$ cat src/rtl/bicubic_pkg.sv
// Shared constants and the weight-code table for the 4-tap bicubic MAC.
package bicubic_pkg;

    localparam int WCODE_W    = 3;
    localparam int WEIGHT_W   = 8;
    localparam int FRAC_BITS  = 8;
    localparam int ROUND_BIAS = 128;
    localparam int TAPS       = 4;

    // Weight magnitudes in units of 1/256, indexed by the 3-bit code.
    function automatic logic [WEIGHT_W-1:0] wcode_to_weight(input logic [WCODE_W-1:0] code);
        logic [WEIGHT_W-1:0] weight;
        case (code)
            3'd0:    weight = 8'd3;
            3'd1:    weight = 8'd17;
            3'd2:    weight = 8'd18;
            3'd3:    weight = 8'd28;
            3'd4:    weight = 8'd29;
            3'd5:    weight = 8'd109;
            3'd6:    weight = 8'd192;
            default: weight = 8'd248;
        endcase
        return weight;
    endfunction

endpackage

$ cat src/rtl/bicubic_tap4_mac_wmul.sv
// Combinational shift-add multiplier for one tap: exact signed pixel*weight product.
module bicubic_wmul
    import bicubic_pkg::*;
#(
    parameter int PIXEL_W = 8
) (
    input  logic [PIXEL_W-1:0]        i_pixel,
    input  logic [WCODE_W-1:0]        i_code,
    input  logic                      i_sign,
    output logic signed [PIXEL_W+8:0] o_prod
);

    logic [WEIGHT_W-1:0]         w_weight;
    logic [PIXEL_W+WEIGHT_W-1:0] w_mag;

    // NOTE: combinational logic uses blocking assignments with every output defaulted
    // first, so the accumulation reads its own updated value and no latch is inferred.
    always_comb begin
        w_weight = wcode_to_weight(i_code);
        w_mag    = '0;
        for (int b = 0; b < WEIGHT_W; b++) begin
            if (w_weight[b]) begin
                w_mag = w_mag + ({{WEIGHT_W{1'b0}}, i_pixel} << b);
            end
        end
        o_prod = i_sign ? -$signed({1'b0, w_mag}) : $signed({1'b0, w_mag});
    end

endmodule

$ cat src/rtl/bicubic_tap4_mac.sv
// 3-stage 4-tap bicubic dot product over CHANNELS lanes: multiply, sum, round+clamp.
module bicubic_tap4_mac
    import bicubic_pkg::*;
#(
    parameter int PIXEL_W  = 8,
    parameter int CHANNELS = 3,
    parameter int TAG_W    = 2
) (
    input  logic                           clk,
    input  logic                           rst,
    input  logic                           in_valid,
    output logic                           in_ready,
    input  logic [CHANNELS*TAPS*PIXEL_W-1:0] in_pixel,
    input  logic [TAPS*WCODE_W-1:0]        in_wcode,
    input  logic [TAPS-1:0]                in_wsign,
    input  logic [TAG_W-1:0]               in_tag,
    output logic                           out_valid,
    input  logic                           out_ready,
    output logic [CHANNELS*PIXEL_W-1:0]    out_pixel,
    output logic [TAG_W-1:0]               out_tag
);

    localparam int PROD_W = PIXEL_W + 9;
    localparam int SUM_W  = PIXEL_W + 11;
    localparam int RND_W  = SUM_W + 1;

    logic                            w_pipe_en;
    logic signed [PROD_W-1:0]        w_prod   [CHANNELS][TAPS];
    logic signed [SUM_W-1:0]         w_sum    [CHANNELS];
    logic signed [RND_W-1:0]         w_round  [CHANNELS];
    logic [CHANNELS*PIXEL_W-1:0]     w_clamped;

    logic                            r_s1_valid, r_s2_valid, r_out_valid;
    logic [TAG_W-1:0]                r_s1_tag, r_s2_tag, r_out_tag;
    logic signed [PROD_W-1:0]        r_s1_prod [CHANNELS][TAPS];
    logic signed [SUM_W-1:0]         r_s2_sum  [CHANNELS];
    logic [CHANNELS*PIXEL_W-1:0]     r_out_pixel;

    // One global enable: bubbles only collapse while the output register is empty.
    assign w_pipe_en = ~r_out_valid | out_ready;
    assign in_ready  = w_pipe_en;

    for (genvar c = 0; c < CHANNELS; c++) begin : g_lane
        for (genvar t = 0; t < TAPS; t++) begin : g_tap
            bicubic_wmul #(.PIXEL_W(PIXEL_W)) u_wmul (
                .i_pixel (in_pixel[(c*TAPS+t)*PIXEL_W +: PIXEL_W]),
                .i_code  (in_wcode[t*WCODE_W +: WCODE_W]),
                .i_sign  (in_wsign[t]),
                .o_prod  (w_prod[c][t])
            );
        end
    end

    always_comb begin
        w_clamped = '0;
        for (int c = 0; c < CHANNELS; c++) begin
            w_sum[c] = '0;
            for (int t = 0; t < TAPS; t++) begin
                w_sum[c] = w_sum[c] + SUM_W'(r_s1_prod[c][t]);
            end
            w_round[c] = (RND_W'(r_s2_sum[c]) + RND_W'(ROUND_BIAS)) >>> FRAC_BITS;
            if (w_round[c][RND_W-1]) begin
                w_clamped[c*PIXEL_W +: PIXEL_W] = '0;
            end else if (|w_round[c][RND_W-2:PIXEL_W]) begin
                w_clamped[c*PIXEL_W +: PIXEL_W] = {PIXEL_W{1'b1}};
            end else begin
                w_clamped[c*PIXEL_W +: PIXEL_W] = w_round[c][PIXEL_W-1:0];
            end
        end
    end

    // NOTE: sequential state uses non-blocking assignments so every register samples
    // pre-edge values; the output data only loads on a valid beat so it reads 0 until then.
    always_ff @(posedge clk) begin
        if (rst) begin
            r_s1_valid  <= 1'b0;
            r_s2_valid  <= 1'b0;
            r_out_valid <= 1'b0;
            r_out_pixel <= '0;
            r_out_tag   <= '0;
        end else if (w_pipe_en) begin
            r_s1_valid  <= in_valid;
            r_s2_valid  <= r_s1_valid;
            r_out_valid <= r_s2_valid;
            if (r_s2_valid) begin
                r_out_pixel <= w_clamped;
                r_out_tag   <= r_s2_tag;
            end
        end
    end

    // NOTE: intermediate data registers carry no reset; the valid chain alone decides
    // whether their contents mean anything.
    always_ff @(posedge clk) begin
        if (w_pipe_en) begin
            if (in_valid) begin
                r_s1_prod <= w_prod;
                r_s1_tag  <= in_tag;
            end
            if (r_s1_valid) begin
                r_s2_sum <= w_sum;
                r_s2_tag <= r_s1_tag;
            end
        end
    end

    assign out_valid = r_out_valid;
    assign out_pixel = r_out_pixel;
    assign out_tag   = r_out_tag;

endmodule

$ cat config.mk
export PLATFORM = sky130hd
export DESIGN_NAME = bicubic_tap4_mac
export DESIGN_NICKNAME = d
export VERILOG_FILES = /design/src/rtl/bicubic_pkg.sv /design/src/rtl/bicubic_tap4_mac_wmul.sv /design/src/rtl/bicubic_tap4_mac.sv
export SDC_FILE = /design/constraint.sdc
export NUM_CORES = 2
export LEC_CHECK = 0
export CORE_MARGIN = 3
export CORE_UTILIZATION = 30
export DETAILED_ROUTE_END_ITERATION = 6
export GPL_TIMING_DRIVEN = 0
export PLACE_DENSITY = 0.43
export SYNTH_ARGS = -nofsm -noshare
export SYNTH_HDL_FRONTEND = slang
export SYNTH_SLANG_ARGS = --single-unit
export TNS_END_PERCENT = 50
$ cat constraint.sdc
create_clock -name clk -period 15.8 [get_ports clk]
set_input_delay 2.37 -clock clk [delete_from_list [all_inputs] [get_ports clk]]
set_output_delay 2.37 -clock clk [all_outputs]
set_load 0.05 [all_outputs]
==> Word-level counts from Yosys, hierarchy flattened <==
Cells that the tools add are included.
{ "word_totals": {"regBits": 294, "inputBits": 118, "output_inout_bits": 28, "elab_cells": 296} }
{ "classes": {"addsub": 108, "eq_ne": 24, "mux": 118, "bitwise": 2, "reduce_logical": 10} }
{ "op_table": {"columns": ["cell", "n"], "rows": [
  ["$mux W16", 96],
  ["$pmux W8 S7", 4],
  ["$neg A16 Y17", 12],
  ["$add A16 B10 Y16", 12],
  ["$add A16 B11 Y16", 12],
  ["$add A16 B12 Y16", 12],
  ["$add A16 B13 Y16", 12],
  ["$add A16 B14 Y16", 12],
  ["$add A16 B15 Y16", 12],
  ["$mux W8", 18],
  ["$add A8 B9 Y10", 12],
  ["$add A19 B9 Y20 const B", 3],
  ["$add A18 B17 Y19", 3],
  ["$add A19 B17 Y19", 3],
  ["$add A17 B17 Y18", 3],
  ["$eq A3 B3 Y1 const B", 12],
  ["$eq A3 B2 Y1 const B", 8],
  ["$eq A3 B1 Y1 const B", 4],
  ["$logic_not A3 Y1", 4],
  ["$reduce_or A4 Y1", 3],
  ["$reduce_and A2 Y1", 3],
  ["$not A1 Y1", 1],
  ["$or A1 B1 Y1", 1]
]} }

==> Logic depth before layout (Yosys ltp) <==
{ "logic_depth": {"depth_word": 19, "mapped_depth": 55, "mapped_depth_nobuf": 51} }

==> By module <==
From an unflattened synthesis, not the netlist that was laid out.
{ "hier_totals": {"hier_cells": 7328, "area_unflattened_um2": 58800.1} }
{ "by_module_without_submodules": {"columns": ["mod", "instances", "cells_each", "area_each_um2", "seq_area_each_um2"], "rows": [
  ["bicubic_tap4_mac", 1, 1091, 14023.4, 7907.6],
  ["bicubic_wmul (g_lane[1].g_tap[1].u_wmul ...)", 3, 515, 3677.3, 0.0],
  ["bicubic_wmul (g_lane[2].g_tap[1].u_wmul ...)", 2, 524, 3749.8, 0.0],
  ["bicubic_wmul (g_lane[0].g_tap[2].u_wmul ...)", 2, 517, 3667.3, 0.0],
  ["bicubic_wmul (g_lane[1].g_tap[0].u_wmul)", 1, 572, 4097.7, 0.0],
  ["bicubic_wmul (g_lane[0].g_tap[1].u_wmul)", 1, 527, 3938.8, 0.0],
  ["bicubic_wmul (g_lane[2].g_tap[0].u_wmul)", 1, 519, 3677.3, 0.0],
  ["bicubic_wmul (g_lane[0].g_tap[0].u_wmul)", 1, 501, 3652.3, 0.0],
  ["bicubic_wmul (g_lane[2].g_tap[3].u_wmul)", 1, 491, 3544.6, 0.0]
]} }

==> Worst setup path before layout <==
Ideal clock, no wire load.
{ "synth_path": {"path_kind": "input port to flip-flop", "startpoint": "input in_wcode[4]", "endpoint": "register r_s1_prod[186] (netlist name), data pin", "setup_ns": 0.254, "t_arrival_ns": 11.853, "required_time_ns": 15.546, "setup_slack_ns": 3.693, "stages": 52, "n_path_buf": 7, "cell_sequence": "buf_2 > buf_2 > buf_2 > buf_1 > clkbuf_1 > clkbuf_1 > nor2b_1 > ha_1 > clkbuf_1 > o311a_1 > a311oi_1 > inv_1 > a21oi_1 > xnor2_1 > nand2_1 > nand2_1 > ha_1 > a21o_1 > [... 16 more ...] > a21oi_1 > nand2_1 > xnor2_1 > o21ai_0 > ha_1 > a21oi_1 > o21ai_0 > xnor2_1 > o21ai_0 > ha_1 > a21oi_1 > o21ai_0 > a21oi_1 > xor2_1 > o22ai_1 > or3_1 > or4_1 > o21a_1"} }
{ "synth_between": {"elab_chain_cells": 18, "word_cells_on_any_way": 24, "classes_between": "8 x add/sub; 6 x eq/ne; 9 x mux; 1 x reduce/logical"} }
{ "synth_rtl": {"columns": ["element", "line", "text"], "rows": [
  ["from (decl)", "bicubic_tap4_mac.sv:14", "input logic [TAPS*WCODE_W-1:0] in_wcode,"],
  ["$eq A3 B3 Y1 (tied with other cells)", "bicubic_pkg.sv:13", "case (code)"],
  ["$pmux W8 S7 (*)", "bicubic_pkg.sv:13", null],
  ["$mux W8", "bicubic_tap4_mac_wmul.sv:22", "if (w_weight[b]) begin"],
  ["$add A8 B9 Y10", "bicubic_tap4_mac_wmul.sv:23", "w_mag = w_mag + ({{WEIGHT_W{1'b0}}, i_pixel} << b);"],
  ["$mux W16", "bicubic_tap4_mac_wmul.sv:22", null],
  ["$add A16 B10 Y16", "bicubic_tap4_mac_wmul.sv:23", null],
  ["$mux W16", "bicubic_tap4_mac_wmul.sv:22", null],
  ["$add A16 B11 Y16", "bicubic_tap4_mac_wmul.sv:23", null],
  ["[... 2 more ...]", null, null],
  ["$mux W16", "bicubic_tap4_mac_wmul.sv:22", null],
  ["$add A16 B13 Y16", "bicubic_tap4_mac_wmul.sv:23", null],
  ["$mux W16", "bicubic_tap4_mac_wmul.sv:22", null],
  ["$add A16 B14 Y16", "bicubic_tap4_mac_wmul.sv:23", null],
  ["$mux W16", "bicubic_tap4_mac_wmul.sv:22", null],
  ["$add A16 B15 Y16", "bicubic_tap4_mac_wmul.sv:23", null],
  ["$mux W16 (*)", "bicubic_tap4_mac_wmul.sv:22", null],
  ["$neg A16 Y17 (*)", "bicubic_tap4_mac_wmul.sv:26", "o_prod = i_sign ? -$signed({1'b0, w_mag}) : $signed({1'b0, w_mag});"],
  ["to (signal assigned)", "bicubic_tap4_mac.sv:97", "r_s1_prod <= w_prod;"],
  ["to (decl)", "bicubic_tap4_mac.sv:35", "logic signed [PROD_W-1:0] r_s1_prod [CHANNELS][TAPS];"]
]} }
Every way passes the cells marked *; elsewhere a longest branch is shown, timed or not.
A chain may end at the register's enable or synchronous reset.

==> Worst setup path after layout <==
{ "layout_path": {"startpoint": "input in_wcode[4]", "endpoint": "register r_s1_prod[49] (netlist name), data pin"} }
{ "layout_between": {"elab_chain_cells": 19, "word_cells_on_any_way": 25, "classes_between": "8 x add/sub; 6 x eq/ne; 10 x mux; 1 x reduce/logical"} }
{ "layout_rtl": {"columns": ["element", "line", "text"], "rows": [
  ["$eq A3 B3 Y1 (tied with other cells)", "bicubic_pkg.sv:13", null],
  ["$pmux W8 S7 (*)", "bicubic_pkg.sv:13", null],
  ["$mux W8", "bicubic_tap4_mac_wmul.sv:22", null],
  ["$add A8 B9 Y10", "bicubic_tap4_mac_wmul.sv:23", null],
  ["$mux W16", "bicubic_tap4_mac_wmul.sv:22", null],
  ["$add A16 B10 Y16", "bicubic_tap4_mac_wmul.sv:23", null],
  ["$mux W16", "bicubic_tap4_mac_wmul.sv:22", null],
  ["$add A16 B11 Y16", "bicubic_tap4_mac_wmul.sv:23", null],
  ["[... 4 more ...]", null, null],
  ["$mux W16", "bicubic_tap4_mac_wmul.sv:22", null],
  ["$add A16 B14 Y16", "bicubic_tap4_mac_wmul.sv:23", null],
  ["$mux W16", "bicubic_tap4_mac_wmul.sv:22", null],
  ["$add A16 B15 Y16", "bicubic_tap4_mac_wmul.sv:23", null],
  ["$mux W16 (*)", "bicubic_tap4_mac_wmul.sv:22", null],
  ["$neg A16 Y17", "bicubic_tap4_mac_wmul.sv:26", null],
  ["$mux W16 (*)", "bicubic_tap4_mac_wmul.sv:26", null],
  ["via g_lane[2].g_tap[1].u_wmul.o_prod[15]", "bicubic_tap4_mac_wmul.sv:10", "output logic signed [PIXEL_W+8:0] o_prod"]
]} }
The timed path passes the listed nets; every way through them passes the cells marked *.

==> metrics.cfg <==
[pwr]
power.density_nw_per_um2=143
ir_drop_mv=0.120
p_leak_uw=0.0254
finalPower_uw=8430

[sta]
setup_slack_ns=0.993
finalHoldViolCount=0
fmax_mhz=67.5
worst_pin_slew_ns=1.41
fin_crit_sh=0.937
skew_ns=0.0309
setup-tns-final_ns=0
relSlewSlack=0.0485
period_needed_ns=14.81
rsz0062_at_grt=no
report.final.slew_viol_count=0
setup_viol=0

[grt]
grt_pass1_vias=47800
grt_start_max_net_pins=72
globalRouteOverflowTotal=0
grt_pass1_wl_mm=308
grtUsageTotal=0.215
antenna_found_initial=3

[worst_setup_path]
r2r_end=r_s2_sum[56]$_DFFE_PP_
cp-start-kind=primary input
worstSetupEndpointType=register
crit_slowest_cell=a211oi_1
path_class=in -> reg
crit_fanout=10
rrSetupSlack_ns=11.34
path_common_cell=ha_1
ff2ff_path_depth=12
r2r-start=r_s1_prod[141]$_DFFE_PP_
worstPathRequired_ns=16.09
arrival_ns=15.10
cpPeakStageDelay_ns=0.77

[clock_tree]
htree_levels=1
numCtsBuffers=29
cts_tree=done
cts.sinks=273
ctsResizeCount=0
clock_latency_ns=0.58
clock_path_buffers=3
clk_pin_slew_ns=0.06
cts-root-buf=clkbuf_16

[detailed_routing]
firstDrtPassIters=6
avgViaCountPerCell=5.47
post_drt_wl_per_cell_um=22.5
drt_iter0_markers=4073
vias=50400
drt_drc_violations_left=0
drtAntennaViolNets=0
wirelength_mm=207

[synth]
synthFlopType=edfxtp_1
synth.yosys.warnings=0
synth_cell_type_count=102
yosys_register_bits=273
avgSynthCellArea_um2=8.03
postSynth.asyncResetShare=0
ys_seq_area_frac=0.147
synth_top_cell_by_area=ha_1
yosys-top-cells-area=ha_1 (18%), edfxtp_1 (14%), fa_1 (6.9%)
synth_area_um2=53700
synth.top_cells.by_count=ha_1 (783), nand2_1 (560), o21ai_0 (553)
yosysMostFrequentCell=ha_1
synth_enable_flop_cells=244
syn_inst=6685
synth_top_cell_area_share=0.183
synth_nets=7772

[worst_hold_path]
holdCritPathClass=reg -> reg
hp-start=r_s1_tag[1]$_DFFE_PP_
min_path_cells=0
holdPathEnd=r_s2_tag[1]$_DFFE_PP_

[final_layout]
layout.cells.non_filler=9218
nets=7943
areaGrowthSynthToFinish_pct=9.96
drive_above_1_share=0.0246

[place]
dp_cells=9166
dp_hpwl_mm=173
pre_cts_slack_ns=0.212
io_buffers=137
gp_congestion=0.918

[die]
die_w_um=429
die-area_um2=184000
row_count=154
core_um2=177000
initial_utilization=0.303
die_h_um=429
ios=146

[outcome]
outcome=finished clean

[run]
cap_violations=0

==> per-layer routing <==
metal	vias to the layer above	GRT usage	wire (um)
met5	-	0	0
met3	142	0.0139	8560
met4	0	0.0301	3310
met1	24500	0.315	102000
met2	1171	0.354	93700
li1	24700	-	-
==> cells by family (layout without fill, tap and decap cells) <==
kind of cell | Yosys count | count (layout) | synth area share
mux | 102 | 102 | 0.0196
simple gates | 1941 | 1941 | 0.174
buf+inv | 617 | 809 | 0.0441
xor+xnor | 645 | 645 | 0.107
flops | 273 | 273 | 0.147
compound gates | 2134 | 2134 | 0.255
fa+ha+maj | 973 | 973 | 0.253
other cells | 0 | 1 | 0
==> worst max-delay path by stage <==
stage	from	end	slack, ns	depth (start not counted)
after global routing	in_wcode[4]	r_s1_prod[186]$_SDFFCE_PN0P_	0.32	52
after detailed placement	in_wcode[10]	r_s1_prod[151]$_DFFE_PP_	0.21	48
final	in_wcode[4]	r_s1_prod[49]$_DFFE_PP_	0.99	49
after global placement	in_wcode[10]	r_s1_prod[151]$_DFFE_PP_	0.23	48
after floorplan	in_wcode[4]	r_s1_prod[186]$_SDFFCE_PN0P_	3.69	52
after CTS	in_wcode[10]	r_s1_prod[151]$_DFFE_PP_	0.79	48
==> through the flow <==
step                       util  cell area, um2  hold slack (ns)
final                     0.334           59000            0.429
after detailed placement  0.328           58100            0.406
after CTS                 0.334           59000            0.432
after global routing      0.334           59000            0.452
after global placement    0.328           58000            0.404
after floorplan               -           53700            0.400
==> power by group <==
group	switching, uW	internal (uW)	leakage [uW]
clock	304	391	0.000466
combinational	3790	2620	0.0224
sequential	191	1140	0.00261
total	4290	4150	0.0254
==> timing repair <==
action | CTS | global route
setup buffers | 0 | 0
hold buffers | 0 | 0
setup endpoints to repair | 0 | 1
==> sequential cells by signal, summed over array words and instances, names as in the netlist <==
name	count
out_valid	1
r_s1_prod	204
r_s1_tag	2
out_tag	2
out_pixel	24
r_s2_valid	1
r_s2_tag	2
r_s1_valid	1
r_s2_sum	36
==> worst max-delay path, delay by kind of cell <==
| kind | cells | cell delay [ns] |
|---|---|---|
| adders and majority gates | 7 | 2.41 |
| xor gates and xnor gates | 6 | 1.30 |
| AOI/OAI and AO/OA | 17 | 3.78 |
| buffers and inverters | 6 | 2.66 |
| and+or+nand+nor | 13 | 2.57 |
==> layout make-up <==
type | count | area [um2]
Antenna cell | 1 | 2.50
Buffer | 226 | 900
Clock buffer | 33 | 741
Clock inverter | 19 | 210
Fill cell | 18800 | 118000
Inverter | 390 | 1460
Multi-Input combinational cell | 5795 | 43400
Sequential cell | 273 | 7910
Tap cell | 2340 | 2930
Timing Repair Buffer | 141 | 1460
==> cell usage in the layout, fill, tap and decap left out, drive strengths merged, types with 74 or more instances in the layout <==
cell	count
edfxtp	244
clkdlybuf4s50	137
ha	783
o21a	108
nand2	560
nor2	530
o21ai	557
nor2b	189
inv	392
a21o	267
xnor2	370
a31oi	74
a21oi	498
nor3	127
nand2b	119
clkbuf	213
a211oi	87
xor2	267
nand3	115
fa	186
mux2i	79
Power figures use the tool's default switching activity.
